### src/rtl/locker_access_scheduler.sv
// Round-robin scheduler sharing the takeaway-locker core among NREQ terminals.
// Sequences one core transaction at a time with a response timeout and a wrong-key lockout.
//
// state       | meaning
// ------------+-------------------------------------------------------------
// S_IDLE      | no transaction; picks the next requester round-robin
// S_ISSUE     | grant asserted; start pulse to the core if the opcode is valid
// S_WAIT_CORE | waiting for core_done, bounded by TIMEOUT cycles
// S_RELEASE   | done/err pulse to the owner; fail counter update
// S_LOCKOUT   | cabinet locked for LOCK_CYCLES cycles; requests ignored
module locker_access_scheduler #(
  parameter int NREQ        = 4,
  parameter int TIMEOUT     = 255,
  parameter int MAX_FAIL    = 3,
  parameter int LOCK_CYCLES = 1000
) (
  input  logic              clk,
  input  logic              reset,
  input  logic [NREQ-1:0]   req,
  input  logic [2*NREQ-1:0] op,
  input  logic [4*NREQ-1:0] key_in,
  input  logic              core_done,
  input  logic              core_ok,
  output logic [NREQ-1:0]   gnt,
  output logic [NREQ-1:0]   done,
  output logic [NREQ-1:0]   err,
  output logic [1:0]        core_func,
  output logic [3:0]        core_key,
  output logic              core_start,
  output logic              timeout_flag,
  output logic              lockout,
  output logic              busy,
  output logic [1:0]        owner
);

  typedef enum logic [2:0] {
    S_IDLE,
    S_ISSUE,
    S_WAIT_CORE,
    S_RELEASE,
    S_LOCKOUT
  } state_t;

  localparam logic [1:0]  OP_DEP    = 2'b01;
  localparam logic [1:0]  OP_RET    = 2'b10;
  localparam logic [2:0]  NREQ3     = 3'(NREQ);
  localparam logic [7:0]  TMO8      = 8'(TIMEOUT);
  localparam logic [2:0]  MAXF3     = 3'(MAX_FAIL);
  localparam logic [15:0] LOCK16    = 16'(LOCK_CYCLES - 1);
  localparam logic [1:0]  OWNER_RST = 2'(NREQ - 1);

  state_t      state_q, state_d;
  logic [1:0]  owner_q, owner_d;
  logic [1:0]  op_q, op_d;
  logic [3:0]  key_q, key_d;
  logic [7:0]  tmr_q, tmr_d;
  logic [15:0] lock_q, lock_d;
  logic [2:0]  fail_q, fail_d;
  logic        rec_err_q, rec_err_d;
  logic        rec_tmo_q, rec_tmo_d;
  logic        tflag_q, tflag_d;

  logic [3:0]  req_ext;
  logic [7:0]  op_ext;
  logic [15:0] key_ext;
  logic        pick_valid;
  logic [1:0]  pick_idx;
  logic [2:0]  cand;
  logic [2:0]  fail_nxt;
  logic        op_valid;
  logic        granted;
  logic [3:0]  owner_oh;

  // Terminal fields padded to the 4-terminal maximum so the 2-bit owner can index them.
  always_comb begin
    req_ext = '0;
    op_ext  = '0;
    key_ext = '0;
    req_ext[NREQ-1:0]   = req;
    op_ext[2*NREQ-1:0]  = op;
    key_ext[4*NREQ-1:0] = key_in;
  end

  // First requester searching upward from owner+1, wrapping modulo NREQ.
  always_comb begin
    pick_valid = 1'b0;
    pick_idx   = owner_q;
    cand       = '0;
    for (int i = 1; i <= NREQ; i++) begin
      cand = 3'(owner_q) + 3'(i);
      if (cand >= NREQ3) begin
        cand = cand - NREQ3;
      end
      if (!pick_valid && req_ext[cand[1:0]]) begin
        pick_valid = 1'b1;
        pick_idx   = cand[1:0];
      end
    end
  end

  assign op_valid = (op_q == OP_DEP) || (op_q == OP_RET);

  always_comb begin
    fail_nxt = fail_q;
    if ((op_q == OP_RET) && !rec_tmo_q) begin
      if (rec_err_q) begin
        fail_nxt = (fail_q == 3'd7) ? 3'd7 : fail_q + 3'd1;
      end else begin
        fail_nxt = '0;
      end
    end
  end

  always_comb begin
    state_d   = state_q;
    owner_d   = owner_q;
    op_d      = op_q;
    key_d     = key_q;
    tmr_d     = tmr_q;
    lock_d    = lock_q;
    fail_d    = fail_q;
    rec_err_d = rec_err_q;
    rec_tmo_d = rec_tmo_q;
    tflag_d   = tflag_q;
    case (state_q)
      S_IDLE: begin
        if (pick_valid) begin
          owner_d = pick_idx;
          op_d    = op_ext[{pick_idx, 1'b0} +: 2];
          key_d   = key_ext[{pick_idx, 2'b00} +: 4];
          state_d = S_ISSUE;
        end
      end
      S_ISSUE: begin
        rec_tmo_d = 1'b0;
        if (op_valid) begin
          rec_err_d = 1'b0;
          tmr_d     = 8'd1;
          state_d   = S_WAIT_CORE;
        end else begin
          rec_err_d = 1'b1;
          state_d   = S_RELEASE;
        end
      end
      S_WAIT_CORE: begin
        // A response arriving on the timeout cycle still counts as a response.
        if (core_done) begin
          rec_err_d = !core_ok;
          state_d   = S_RELEASE;
        end else if (tmr_q == TMO8) begin
          rec_err_d = 1'b1;
          rec_tmo_d = 1'b1;
          tflag_d   = 1'b1;
          state_d   = S_RELEASE;
        end else begin
          tmr_d = tmr_q + 8'd1;
        end
      end
      S_RELEASE: begin
        tmr_d = '0;
        if (fail_nxt >= MAXF3) begin
          fail_d  = '0;
          lock_d  = LOCK16;
          state_d = S_LOCKOUT;
        end else begin
          fail_d  = fail_nxt;
          state_d = S_IDLE;
        end
      end
      S_LOCKOUT: begin
        if (lock_q == 16'd0) begin
          state_d = S_IDLE;
        end else begin
          lock_d = lock_q - 16'd1;
        end
      end
      default: state_d = S_IDLE;
    endcase
  end

  always_ff @(posedge clk or posedge reset) begin
    if (reset) begin
      state_q   <= S_IDLE;
      owner_q   <= OWNER_RST;
      op_q      <= '0;
      key_q     <= '0;
      tmr_q     <= '0;
      lock_q    <= '0;
      fail_q    <= '0;
      rec_err_q <= 1'b0;
      rec_tmo_q <= 1'b0;
      tflag_q   <= 1'b0;
    end else begin
      state_q   <= state_d;
      owner_q   <= owner_d;
      op_q      <= op_d;
      key_q     <= key_d;
      tmr_q     <= tmr_d;
      lock_q    <= lock_d;
      fail_q    <= fail_d;
      rec_err_q <= rec_err_d;
      rec_tmo_q <= rec_tmo_d;
      tflag_q   <= tflag_d;
    end
  end

  assign granted  = (state_q == S_ISSUE) || (state_q == S_WAIT_CORE) || (state_q == S_RELEASE);
  assign owner_oh = 4'b0001 << owner_q;

  // Invalid opcodes are never presented to the core.
  assign gnt          = granted ? owner_oh[NREQ-1:0] : '0;
  assign done         = (state_q == S_RELEASE) ? owner_oh[NREQ-1:0] : '0;
  assign err          = ((state_q == S_RELEASE) && rec_err_q) ? owner_oh[NREQ-1:0] : '0;
  assign core_func    = (granted && op_valid) ? op_q : 2'b00;
  assign core_key     = (granted && op_valid) ? key_q : 4'b0000;
  assign core_start   = (state_q == S_ISSUE) && op_valid;
  assign timeout_flag = tflag_q;
  assign lockout      = (state_q == S_LOCKOUT);
  assign busy         = (state_q != S_IDLE);
  assign owner        = owner_q;

endmodule
### config.mk
export PLATFORM = sky130hd
export DESIGN_NAME = locker_access_scheduler
export DESIGN_NICKNAME = d
export VERILOG_FILES = /design/src/rtl/locker_access_scheduler.sv
export SDC_FILE = /design/constraint.sdc
export NUM_CORES = 1
export LEC_CHECK = 0
export BUFFER_PORTS_ARGS = -buffer_cell sky130_fd_sc_hd__buf_4
export CAP_MARGIN = 20
export CORE_ASPECT_RATIO = 1.1
export CORE_UTILIZATION = 40
export DETAILED_ROUTE_END_ITERATION = 8
export SETUP_SLACK_MARGIN = 0.02
export SLEW_MARGIN = 20
export SYNTH_ARGS = -nofsm -noshare
export SYNTH_HDL_FRONTEND = slang
export SYNTH_SLANG_ARGS = --single-unit
### constraint.sdc
create_clock -name clk -period 3.25 [get_ports clk]
set_input_delay 0 -clock clk [delete_from_list [all_inputs] [get_ports clk]]
set_output_delay 0 -clock clk [all_outputs]
set_load 0.01 [all_outputs]
## Yosys cells after proc, flatten, opt, wreduce, memory -nomap -nowiden

Index checks and enable logic that the tools add are counted.

| storage, ports and cells | value |
|---|---|
| flip-flop bits (word level) | 41 |
| output and inout bits | 24 |
| word-level logic and storage cells | 128 |
| bits of input ports | 32 |

| cells by class | value |
|---|---|
| reductions and logical operators | 28 |
| add/sub/neg operators | 11 |
| bitwise operators | 1 |
| mux-type cells | 49 |
| shift-type cells | 3 |
| equal/unequal tests | 17 |
| $lt $le $gt $ge | 9 |

Operator list:

| operator | count |
|---|---|
| 16-bit two-way mux | 2 |
| 16-bit one-hot mux with 2 select lines | 1 |
| 3-bit two-way mux | 9 |
| 8-bit two-way mux | 3 |
| 8-bit one-hot mux with 3 select lines | 1 |
| 2-bit two-way mux | 9 |
| 16-bit logical NOT | 1 |
| 4-bit two-way mux | 4 |
| 16-bit by 5-bit indexed part select with 4-bit output | 1 |
| 16-bit by 1-bit subtractor with 16-bit output, second input constant | 1 |
| 3-bit one-hot mux with 5 select lines | 1 |
| 2-bit != test, second input constant | 7 |
| 1-bit two-way mux | 13 |
| 3-bit greater-or-equal comparator, second input constant | 4 |
| 2-bit by 3-bit less-than comparator with 1-bit output, second input constant | 4 |
| 3-bit AND reduction | 4 |
| 8-bit by 1-bit adder with 8-bit output, second input constant | 1 |
| 1-bit binary-select mux with 2-bit select | 4 |
| 8-bit equality test, second input constant | 1 |
| 8-bit by 4-bit indexed part select with 2-bit output | 1 |
| 2-bit by 1-bit subtractor with 2-bit output, second input constant | 4 |
| 1-bit logical AND | 7 |
| 2-bit by 2-bit adder with 3-bit output, second input constant | 2 |
| 3-bit by 2-bit equality test with 1-bit output, second input constant | 2 |
| 20 further kinds | 31 |

## Longest topological paths before layout

Gate-level depths: netlist (run 1).

| depth | value |
|---|---|
| depth after elaboration | 17 |
| gate-level depth with buffers | 11 |
| mapped depth without buffers | 7 |

## Least setup slack after synthesis (run 1)

No wires, ideal clock.

| timing | value |
|---|---|
| kind | register to register |
| start | register owner_q[0] (netlist: owner[0]) |
| end | register key_q[0] |
| data required time | 3.116 ns |
| period minus slack after synthesis | 2.919 ns |
| path buffers | 3 |
| library setup time | 0.134 ns |
| cell stages (with the launch flop) | 11 |
| slack | 0.331 ns |
| data arrival time | 2.786 ns |
| path through | dfstp_2 > clkbuf_1 > inv_1 > clkbuf_1 > ha_1 > clkbuf_1 > and3b_1 > a211oi_1 > nor3b_1 > o31ai_1 > nand3_1 |

| between the ends | value |
|---|---|
| longest elaborated chain between the ends | 16 |
| elaborated cells between the ends (all ways) | 40 |
| those cells by class | add/sub (8); order compare (4); shift (1); mux (20); reduce/logical (7) |

RTL lines:

| element | line | source |
|---|---|---|
| from (decl) | 53 | `logic [1:0] owner_q, owner_d;` |
| from (signal assigned) | 195 | `owner_q <= owner_d;` |
| 2-bit by 1-bit adder with 3-bit output | 90 | `cand = 3'(owner_q) + 3'(i);` |
| 3-bit greater-or-equal comparator / 2-bit by 1-bit subtractor with 2-bit output (equally long branches) | 91, 92 |  |
| 2-bit two-way mux | 91 | `if (cand >= NREQ3) begin` |
| 1-bit binary-select mux with 2-bit select | 94 | `if (!pick_valid && req_ext[cand[1:0]]) begin` |
| 1-bit two-way mux (implied by the code) | 94 |  |
| 1-bit two-way mux | 94 |  |
| 1-bit logical NOT | 94 |  |
| 1-bit logical AND | 94 |  |
| 1-bit two-way mux | 94 |  |
| 1-bit logical NOT | 94 |  |
| 1-bit logical AND | 94 |  |
| 1-bit two-way mux | 94 |  |
| 1-bit logical NOT | 94 |  |
| 1-bit logical AND | 94 |  |
| 2-bit two-way mux / 1-bit two-way mux (equally long branches) | 94 |  |
| 16-bit by 5-bit indexed part select with 4-bit output / 2-bit AND reduction (equally long branches) | n/a |  |
| to (signal assigned) | 197 | `key_q <= key_d;` |
| to (decl) | 55 | `logic [3:0] key_q, key_d;` |

Several ways; a longest one is shown, not always the timed one. The select of a mux whose other input is x is not followed.
A chain may end at the register's enable or synchronous reset.

## Final worst setup path (run 1)

| timing | value |
|---|---|
| start | register owner_q[1] (netlist: owner[1]) |
| end | register key_q[1] |

The elaborated chain is that of the path after synthesis.

==> impl_metrics.csv, run 1 <==
group,metric,value,unit
worst_hold_path,hold_class,"in -> reg",
yosys,synth_enable_flop_cells,0,
cts,ctsHoldBuffers,6,
setup_path,cp-end-kind,"flip-flop",
timing,rsz0062_at_grt,"false",
timing,clock-skew-final,8.33,ps
floorplan,core_region_area,7960,sq um
final_layout,synthToLayoutAreaGrowth,21.3,%
pwr,p_switching,1.65,mW
setup_path,cp_data_arrival_time,2920,ps
yosys,yosysWarningCount,0,
global_routing,grt_pass1_wl,15300,um
cts,clockBufferDepth,2,
timing,worst_slew_pin_slew,760,ps
timing,setup_slack,484,ps
yosys,avgSynthCellArea,8.33,sq um
floorplan,start_util,41.4,%
placed_design,port_buffers,55,
timing,slew_headroom,48.9,%
pwr,power.density,874,nW/um^2
routing,viasPerCell,5.98,
yosys,synth_top_area_share,29.6,%
setup_path,cp_slowest_stage_delay,700,ps
routing,ant_nets,0,
timing,setup_tns,0,ps
floorplan,rows,34,
setup_path,crit_required,3400,ps
floorplan,ios,56,
pwr,power_frac_clock,12.6,%
global_routing,grt-ovfl-total,0,
cts,cts-resized-gates,0,
timing,fmax,362,MHz
cts,clock-root-buffer,"clkbuf_8",
cts,clk_pin_slew,80,ps
final_layout,nFillCells,786,
setup_path,cp_max_fo,16,
placed_design,place_area,3820,sq um
worst_hold_path,holdPathStages,3,
cts,clkLatencyLatePin,290,ps
routing,drt_iter0_markers,219,
final_layout,final_cells,558,
timing,hold_viol,0,
yosys,ys_types,60,
setup_path,rr_startpoint,"owner[1]$_DFFE_PP1P_",
pwr,ir_worst_vdd,0.376,mV
final_layout,postLayoutCellArea,4000,sq um
pwr,pwr-share-comb,61.5,%
placed_design,post-place-ws,504,ps
final_layout,n_antenna_cell,0,
worst_hold_path,min_from,"key_in[2]",
setup_path,setup.worst_path.class,"reg -> reg",
routing,finalWirelength,9140,um
setup_path,r2r_cells,7,
cts,post-cts-setup-buffers,0,
cts,cts_tree,"yes",
pwr,sw_frac_of_total,47.1,%
routing,wl_per_cell,16.4,um
timing,fin_crit,2770,ps
final_layout,final_nets,490,
setup_path,critical_path.startpoint,"owner[1]$_DFFE_PP1P_",
yosys,syn-num-nets,437,
global_routing,track_usage,22.1,%
setup_path,cp_slowest_cell,"dfstp_2",
floorplan,fp.dieW,88.6,um
timing,maxSlewViolCount,0,
yosys,syn-instance-count,396,
yosys,async_flop_share,100,%
placed_design,dp_hpwl,6450,um
yosys,synth_largest_area_cell,"dfrtp_1",
pwr,finalPower,3.49,mW
placed_design,place_inst,544,
setup_path,cp_cell_sequence,"inv_1 -> ha_1 -> mux2_2 -> a221oi_1 -> nor2_1 -> o31ai_1 -> nand3_1",
placed_design,place.gp.congestion,0.846,
pwr,sequentialPowerShare,25.9,%
floorplan,die_area,8610,sq um
yosys,syn_area,3300,sq um
routing,first_pass_iters,4,
yosys,synthTopCellsByArea,"dfrtp_1 30%, nand2_1 4.8%, a221oi_1 3.5%",
routing,drc,0,
global_routing,grt_start_max_net_pins,42,
yosys,yosysSeqAreaShare,31.2,%
flow_run,drv_cap,0,
routing,vias,3335,
cts,cts_num_sinks,41,
global_routing,grt_antenna_before_repair,0,
setup_path,critPathLaunchType,"flip-flop",
cts,numCtsBuffers,5,
cts,h-tree-depth,2,
timing,fin_crit_sh,85.1,%
pwr,power.internal,1.85,mW
pwr,p_leak,1.75,nW
final_layout,drive_gt1_share,21.1,%
timing,setup_viol,0,
status,status,"completed",
yosys,synth_ff_type,"dfrtp_1",
global_routing,grt_pass1_vias,3166,
yosys,synth-seq-cells,41,
floorplan,die_h,97.2,um
-- final cells by class --
| class | instances | area, sq um | share of cell area, % |
|---|---|---|---|
| Clock buffer | 6 | 82.6 | 2.07 |
| Sequential cell | 41 | 1030 | 25.7 |
| Inverter | 15 | 56.3 | 1.41 |
| Multi-Input combinational cell | 315 | 2110 | 52.8 |
| Tap cell | 108 | 135 | 3.38 |
| Timing Repair Buffer | 71 | 548 | 13.7 |
| Clock inverter | 2 | 37.5 | 0.939 |
-- cell usage in the layout, fill, tap and decap left out, types with 8 or more instances in the layout --
master    Yosys  final
nand2b_1      8      8
ha_1          9      9
inv_1        15     15
nor3_1       13     13
o31ai_1      12     12
buf_4         0     65
dfrtp_1      39     39
a221oi_1     13     13
nand3_1      14     14
nand2_1      42     42
and2_1       12     12
nor2_1       22     22
and3_1       10     10
a21oi_1      16     16
o21ai_0      17     17
a211oi_1     11     11
nor3b_1      14     14
-- worst paths after layout --
check | end | slack (ps)
max | key_q[1]$_DFFE_PP0P_ | 480
min | key_q[2]$_DFFE_PP0P_ | 1
max reg2reg | key_q[1]$_DFFE_PP0P_ | 480
min reg2reg | timeout_flag$_DFFE_PP0P_ | 510
max in group asynchronous | owner[0]$_DFFE_PP1P_ | 2460
min in group asynchronous | lock_q[4]$_DFFE_PP0P_ | 400
-- power groups by stage --
stage	Sequential [mW]	Clock [mW]	Combinational, mW
after CTS	0.901	0.443	2.14
after floorplan	0.824	0	1.55
after detailed placement	0.907	0	2.12
final	0.905	0.440	2.15
after global routing	0.936	0.462	2.38
after global placement	0.903	0	2.08
-- routing by layer --
layer | vias up | share of wire (%) | global-route usage, %
met1 | 1617 | 47 | 30.9
met5 | - | 0 | 0
met4 | 0 | 0.83 | 5.71
li1 | 1609 | - | -
met3 | 6 | 4.5 | 2.89
met2 | 103 | 48 | 35.8
-- per-stage QoR --
stage / hold WS, ps / utilization [%]
after floorplan: 113 / -
after global placement: 176 / 48.0
after detailed placement: 178 / 48.0
after CTS: 1.91 / 50.3
after global routing: 16.6 / 50.3
final: 1.18 / 50.3
-- cells in the mapped netlist (all sizes together), types with 4 or more instances --
cell     number
dfrtp        39
nand3        14
and2         12
and3         10
clkbuf       22
or3           5
o31ai        12
a32oi         6
mux2          4
nor3         15
nand4         4
a21oi        16
ha            9
nor2         22
inv          15
a221oi       13
nand2b        8
and3b         4
o2111ai       7
a31oi         5
nand2        42
o21ai        18
a211oi       11
xor2          5
or4           8
nor3b        14
a22oi         6
-- kinds of logic (layout without fill, tap and decap cells) --
group | Yosys count | in the layout | synth area share (%)
AOI/OAI and AO/OA | 111 | 111 | 24.4
DFF | 41 | 41 | 31.2
buffers and inverters | 40 | 94 | 4.82
and+or+nand+nor | 180 | 180 | 31.0
adders and majority gates | 9 | 9 | 3.42
xor gates and xnor gates | 6 | 6 | 1.59
muxes | 9 | 9 | 3.64
-- state kept, by name (all words and copies together) (netlist names) --
register / count
rec_tmo_q: 1
owner: 2
key_q: 4
lock_q: 16
state_q: 3
tmr_q: 8
timeout_flag: 1
op_q: 2
fail_q: 3
rec_err_q: 1
-- critical path, delay by kind of cell, from the launching register on --
kind,cells,cell delay [ps]
adder cells (fa/ha/maj),1,500
multiplexers,1,450
AND/OR/NAND/NOR,2,190
buffers and inverters,1,160
flip-flops,1,700
AO/OA/AOI/OAI,2,620
No activity file was read; power rests on OpenSTA's default activity.
==> inputs of run 2 (changes only) <==
--- a/config.mk
+++ b/config.mk
@@ -8,6 +8,7 @@
 export BUFFER_PORTS_ARGS = -buffer_cell sky130_fd_sc_hd__buf_4
 export CAP_MARGIN = 20
 export CORE_ASPECT_RATIO = 1.1
+export CORE_MARGIN = 4
 export CORE_UTILIZATION = 40
 export DETAILED_ROUTE_END_ITERATION = 8
 export SETUP_SLACK_MARGIN = 0.02
==> run 2 against run 1 <==
- fmax rose by 1.8%
- global-route usage fell by 2.3 points
- core utilization rose by 0.36 points
- via count fell by 0.15%
- clock-buffer cell count did not move
- critical endpoint unchanged
- largest cell class unchanged
- critical path depth did not move
- wire length rose by 1.5%
- non-clock buffer count rose by 4
- final cell count rose by 0.72%
- die area rose by 13%
==> impl_metrics.csv, run 2 (synthesis gave the netlist of run 1 again) <==
group,metric,value,unit
pwr,ir_worst_vdd,0.427,mV
routing,finalWirelength,9280,um
final_layout,final_common_cell,"buf_4",
floorplan,fp.dieW,94.6,um
final_layout,top_regs,"lock_q x16, tmr_q x8, key_q x4",
flow_run,drv_cap,0,
setup_path,cp-end-kind,"flip-flop",
timing,fin_crit_sh,83.6,%
final_layout,n_antenna_cell,0,
setup_path,crit_family,"flip-flops",
floorplan,rows,34,
timing,setup_viol,0,
setup_path,cp_slowest_cell,"dfstp_2",
cts,clk_pin_slew,90,ps
pwr,p_leak,1.77,nW
final_layout,synthToLayoutAreaGrowth,22.1,%
cts,cts_num_sinks,41,
final_layout,fin_util,50.6,%
timing,holdWs,35.8,ps
placed_design,port_buffers,55,
routing,viasPerCell,5.93,
global_routing,grt_start_max_net_pins,23,
global_routing,grt_pass1_vias,3239,
routing,drc,0,
final_layout,layout_common_cells,"66 x buf_4, 42 x nand2_1, 39 x dfrtp_1",
timing,maxSlewViolCount,0,
final_layout,drive_gt1_share,20.9,%
setup_path,r2r_slack,530,ps
pwr,power.density,864,nW/um^2
global_routing,grt-ovfl-total,0,
routing,drt_iter0_markers,162,
floorplan,die_h,103,um
setup_path,crit_required,3420,ps
final_layout,nFillCells,789,
routing,first_pass_iters,5,
routing,vias,3330,
floorplan,ios,56,
setup_path,rr_startpoint,"owner[1]$_DFFE_PP1P_",
setup_path,worstSetupEndpoint,"key_q[1]$_DFFE_PP0P_",
placed_design,dp_hpwl,6750,um
setup_path,cp_max_fo,16,
global_routing,track_usage,19.8,%
setup_path,critical_path.startpoint,"owner[1]$_DFFE_PP1P_",
final_layout,final_cells,562,
routing,ant_nets,0,
timing,setup_tns,0,ps
cts,cts-resized-gates,0,
global_routing,grt_pass1_wl,15600,um
worst_hold_path,hold_class,"in -> reg",
final_layout,largest_register_ffs,16,
placed_design,place_inst,545,
setup_path,cp_cell_sequence,"inv_1 -> ha_1 -> mux2_2 -> a221oi_1 -> nor2_1 -> o31ai_1 -> nand3_1",
floorplan,die_area,9760,sq um
cts,clkLatencyLatePin,300,ps
cts,clockBufferDepth,2,
setup_path,setup.worst_path.class,"reg -> reg",
placed_design,post-place-ws,585,ps
timing,rsz0062_at_grt,"false",
cts,h-tree-depth,2,
setup_path,cp_data_arrival_time,2880,ps
timing,hold_viol,0,
setup_path,critPathLaunchType,"flip-flop",
timing,fmax,368,MHz
routing,wl_per_cell,16.5,um
cts,cts_tree,"yes",
timing,fin_crit,2720,ps
setup_path,cp_slowest_stage_delay,680,ps
global_routing,grt_antenna_before_repair,0,
setup_path,r2r_cells,7,
setup_path,crit_buf_inv,1,
floorplan,core_region_area,7960,sq um
cts,clock-root-buffer,"clkbuf_8",
floorplan,start_util,41.4,%
final_layout,postLayoutCellArea,4030,sq um
final_layout,final_nets,494,
setup_path,cp.depth,7,
pwr,finalPower,3.48,mW
placed_design,place_area,3820,sq um
timing,clock-skew-final,17.8,ps
placed_design,place.gp.congestion,0.856,
status,status,"completed",
timing,slew_headroom,45.9,%
timing,worst_slew_pin_slew,811,ps
timing,setup_slack,534,ps
setup_path,regToRegEndpoint,"key_q[1]$_DFFE_PP0P_",
final_layout,top_register,"lock_q",
cts,numCtsBuffers,5,
[run 2: layout make-up]
cell class	count	area (sq um)	area share (%)
inverters	15	56.3	1.40
flip-flops and latches	41	1030	25.5
well taps	108	135	3.36
repair buffers	75	586	14.5
clock inverters	2	38.8	0.963
clock buffers	6	72.6	1.80
multi-input cells	315	2110	52.4
[run 2: worst reg2reg max path, stage by stage (launching register included)]
cell and delay (ps):
dfstp_2 680, inv_1 150, ha_1 490, mux2_2 440
a221oi_1 260, nor2_1 80, o31ai_1 380, nand3_1 110
[run 2: what timing repair did]
action,4_1_cts,5_1_grt
buffers inserted,0,0
hold buffers,9,0
hold endpoints to repair,27,0
[run 2: how the worst min path moves through the flow]
stage,endpoint,depth (start not counted),startpoint,slack [ps]
final,timeout_flag$_DFFE_PP0P_,3,core_done,40
after global routing,timeout_flag$_DFFE_PP0P_,3,core_done,30
after CTS,timeout_flag$_DFFE_PP0P_,3,core_done,30
after detailed placement,tmr_q[1]$_DFFE_PP0P_,2,reset,210
after global placement,rec_err_q$_DFFE_PP0P_,2,reset,210
after floorplan,rec_err_q$_DFFE_PP0P_,1,core_done,110
[run 2: per-layer routing]
layer  share of wire, %  track usage, %
met4                1.6            6.22
met1                 45            26.9
met3                6.0            3.11
met5                  0               0
met2                 48            32.6
[run 2: power breakdown]
| part | switching [mW] | internal (mW) | leakage [nW] | total, mW |
|---|---|---|---|---|
| Clock | 0.192 | 0.231 | 0.0554 | 0.422 |
| Sequential | 0.211 | 0.688 | 0.532 | 0.899 |
| Combinational | 1.25 | 0.913 | 1.18 | 2.16 |
==> inputs of run 3 (changes only) <==
==> constraint.sdc (replaced) <==
create_clock -name clk -period 2.55 [get_ports clk]
set_input_delay 0 -clock clk [delete_from_list [all_inputs] [get_ports clk]]
set_output_delay 0 -clock clk [all_outputs]
set_load 0.01 [all_outputs]
==> run 3 against run 2 <==
- core utilization increased by 0.57 points
- setup slack got worse by 370 ps
- clock-buffer cell count did not move
- total power is 29% higher
- critical endpoint is now lock_q[9]$_DFFE_PP0P_
==> impl_metrics.csv, run 3 (synthesis gave the netlist of run 1 again) <==
group,metric,value,unit
status,status,"completed",
final_layout,largest_register_ffs,16,
final_layout,layout_common_cells,"71 x buf_4, 42 x nand2_1, 39 x dfrtp_1",
setup_path,cp-end-kind,"flip-flop",
timing,setup_tns,0,ps
placed_design,dp_hpwl,6730,um
cts,cts_tree,"yes",
timing,setup_viol,0,
floorplan,die_area,9760,sq um
final_layout,multiInputGateArea,2130,sq um
routing,met1_length,4280,um
routing,routed.top_layer,"met4",
routing,first_pass_iters,4,
routing,finalWirelength,9150,um
placed_design,port_buffers,55,
placed_design,place_area,3880,sq um
cts,clock-root-buffer,"clkbuf_8",
final_layout,nFillCells,808,
timing,maxSlewViolCount,0,
setup_path,crit_required,2730,ps
setup_path,r2r_cells,5,
setup_path,cp_data_arrival_time,2570,ps
routing,viasPerCell,5.83,
routing,ant_nets,0,
pwr,p_leak,1.80,nW
floorplan,ios,56,
global_routing,grt_start_max_net_pins,42,
cts,numCtsBuffers,5,
global_routing,grt_antenna_before_repair,0,
flow_run,drv_cap,0,
timing,worst_slew_pin_slew,553,ps
cts,cts-resized-gates,0,
final_layout,n_antenna_cell,0,
timing,rsz0062_at_grt,"false",
floorplan,start_util,41.4,%
timing,holdWs,15.5,ps
setup_path,setup.worst_path.class,"reg -> reg",
floorplan,die_h,103,um
cts,cts_num_sinks,41,
global_routing,track_usage,19.1,%
timing,fmax,420,MHz
placed_design,post-place-ws,180,ps
final_layout,final_nets,498,
final_layout,postLayoutCellArea,4070,sq um
worst_hold_path,hold_class,"in -> reg",
routing,wl_met2,4220,um
global_routing,grt-ovfl-total,0,
cts,clockBufferDepth,2,
cts,h-tree-depth,2,
final_layout,top_regs,"lock_q x16, tmr_q x8, key_q x4",
placed_design,place.gp.congestion,0.836,
timing,setup_slack,167,ps
routing,drc,0,
pwr,ir_worst_vdd,0.421,mV
floorplan,rows,34,
worst_hold_path,holdPathStages,3,
final_layout,final_common_cell,"buf_4",
final_layout,synthToLayoutAreaGrowth,23.5,%
global_routing,grt_pass1_wl,15100,um
timing,clock-skew-final,7.69,ps
routing,wl_per_cell,16.2,um
routing,drt_iter0_markers,118,
pwr,power.density,1100,nW/um^2
setup_path,cp_max_fo,9,
cts,clk_pin_slew,80,ps
floorplan,core_region_area,7960,sq um
timing,fin_crit_sh,93.5,%
timing,hold_viol,0,
routing,met3_wirelength,532,um
final_layout,top_register,"lock_q",
timing,slew_headroom,63.1,%
routing,vias,3298,
setup_path,critPathLaunchType,"flip-flop",
cts,clkLatencyLatePin,300,ps
final_layout,drive_gt1_share,22.3,%
final_layout,regArea,1030,sq um
global_routing,grt_pass1_vias,3158,
timing,fin_crit,2380,ps
floorplan,fp.dieW,94.6,um
run 3: changes by cell type in the layout (fill, tap and decap cells not counted):
| cell | change |
|---|---|
| a211oi_1 | -2 |
| a211oi_2 | +2 |
| buf_4 | +5 |
| dlygate4sd3_1 | -1 |
| mux2_2 | -2 |
| mux2_4 | +2 |
run 3: area by class of cell:
| cell class | count | share of cell area (%) |
|---|---|---|
| multi-input cells | 315 | 52.2 |
| flip-flops and latches | 41 | 25.3 |
| well taps | 108 | 3.32 |
| clock inverters | 2 | 0.953 |
| clock buffers | 6 | 1.78 |
| inverters | 15 | 1.38 |
| repair buffers | 79 | 15.1 |
run 3: stage by stage:
step	util, %	std cells	power, mW
2_1_floorplan	-	396	3.09
3_3_place_gp	48.8	550	3.86
3_5_place_dp	48.8	550	3.91
4_1_cts	51.2	566	4.50
5_1_grt	51.2	566	4.88
6_report	51.2	566	4.48
run 3: timing repair:
action | 4_1_cts | 5_1_grt
endpoints found under the setup margin | 0 | 0
hold endpoints to repair | 45 | 0
buffers inserted | 0 | 0
hold buffers | 8 | 0
run 3: metal layers:
layer  vias to the layer above  global-route usage (%)
met5                         -                       0
met4                         0                    5.88
met3                        11                    3.76
met2                        88                    31.3
met1                      1569                    25.6
li1                       1630                       -
run 3: power breakdown:
group | internal [mW] | leakage (nW) | switching [mW]
Sequential | 0.874 | 0.532 | 0.197
Clock | 0.294 | 0.0554 | 0.244
Combinational | 1.22 | 1.21 | 1.65
Total | 2.39 | 1.80 | 2.09
run 3: worst max-delay path, stage by stage, from the launching register on:
cell and delay, ps:
dfrtp_1 430, or4_4 550, or4b_4 570, o21ai_4 280, nor3_1 80, or3b_1 340
run 3: path summary, 6_finish.rpt:
check,start,end,slack [ps]
max,lock_q[8]$_DFFE_PP0P_,lock_q[9]$_DFFE_PP0P_,170
min,key_in[2],key_q[2]$_DFFE_PP0P_,20
max reg2reg,lock_q[8]$_DFFE_PP0P_,lock_q[9]$_DFFE_PP0P_,170
min reg2reg,timeout_flag$_DFFE_PP0P_,timeout_flag$_DFFE_PP0P_,490
max in group asynchronous,reset,key_q[1]$_DFFE_PP0P_,1760
min in group asynchronous,reset,tmr_q[2]$_DFFE_PP0P_,410
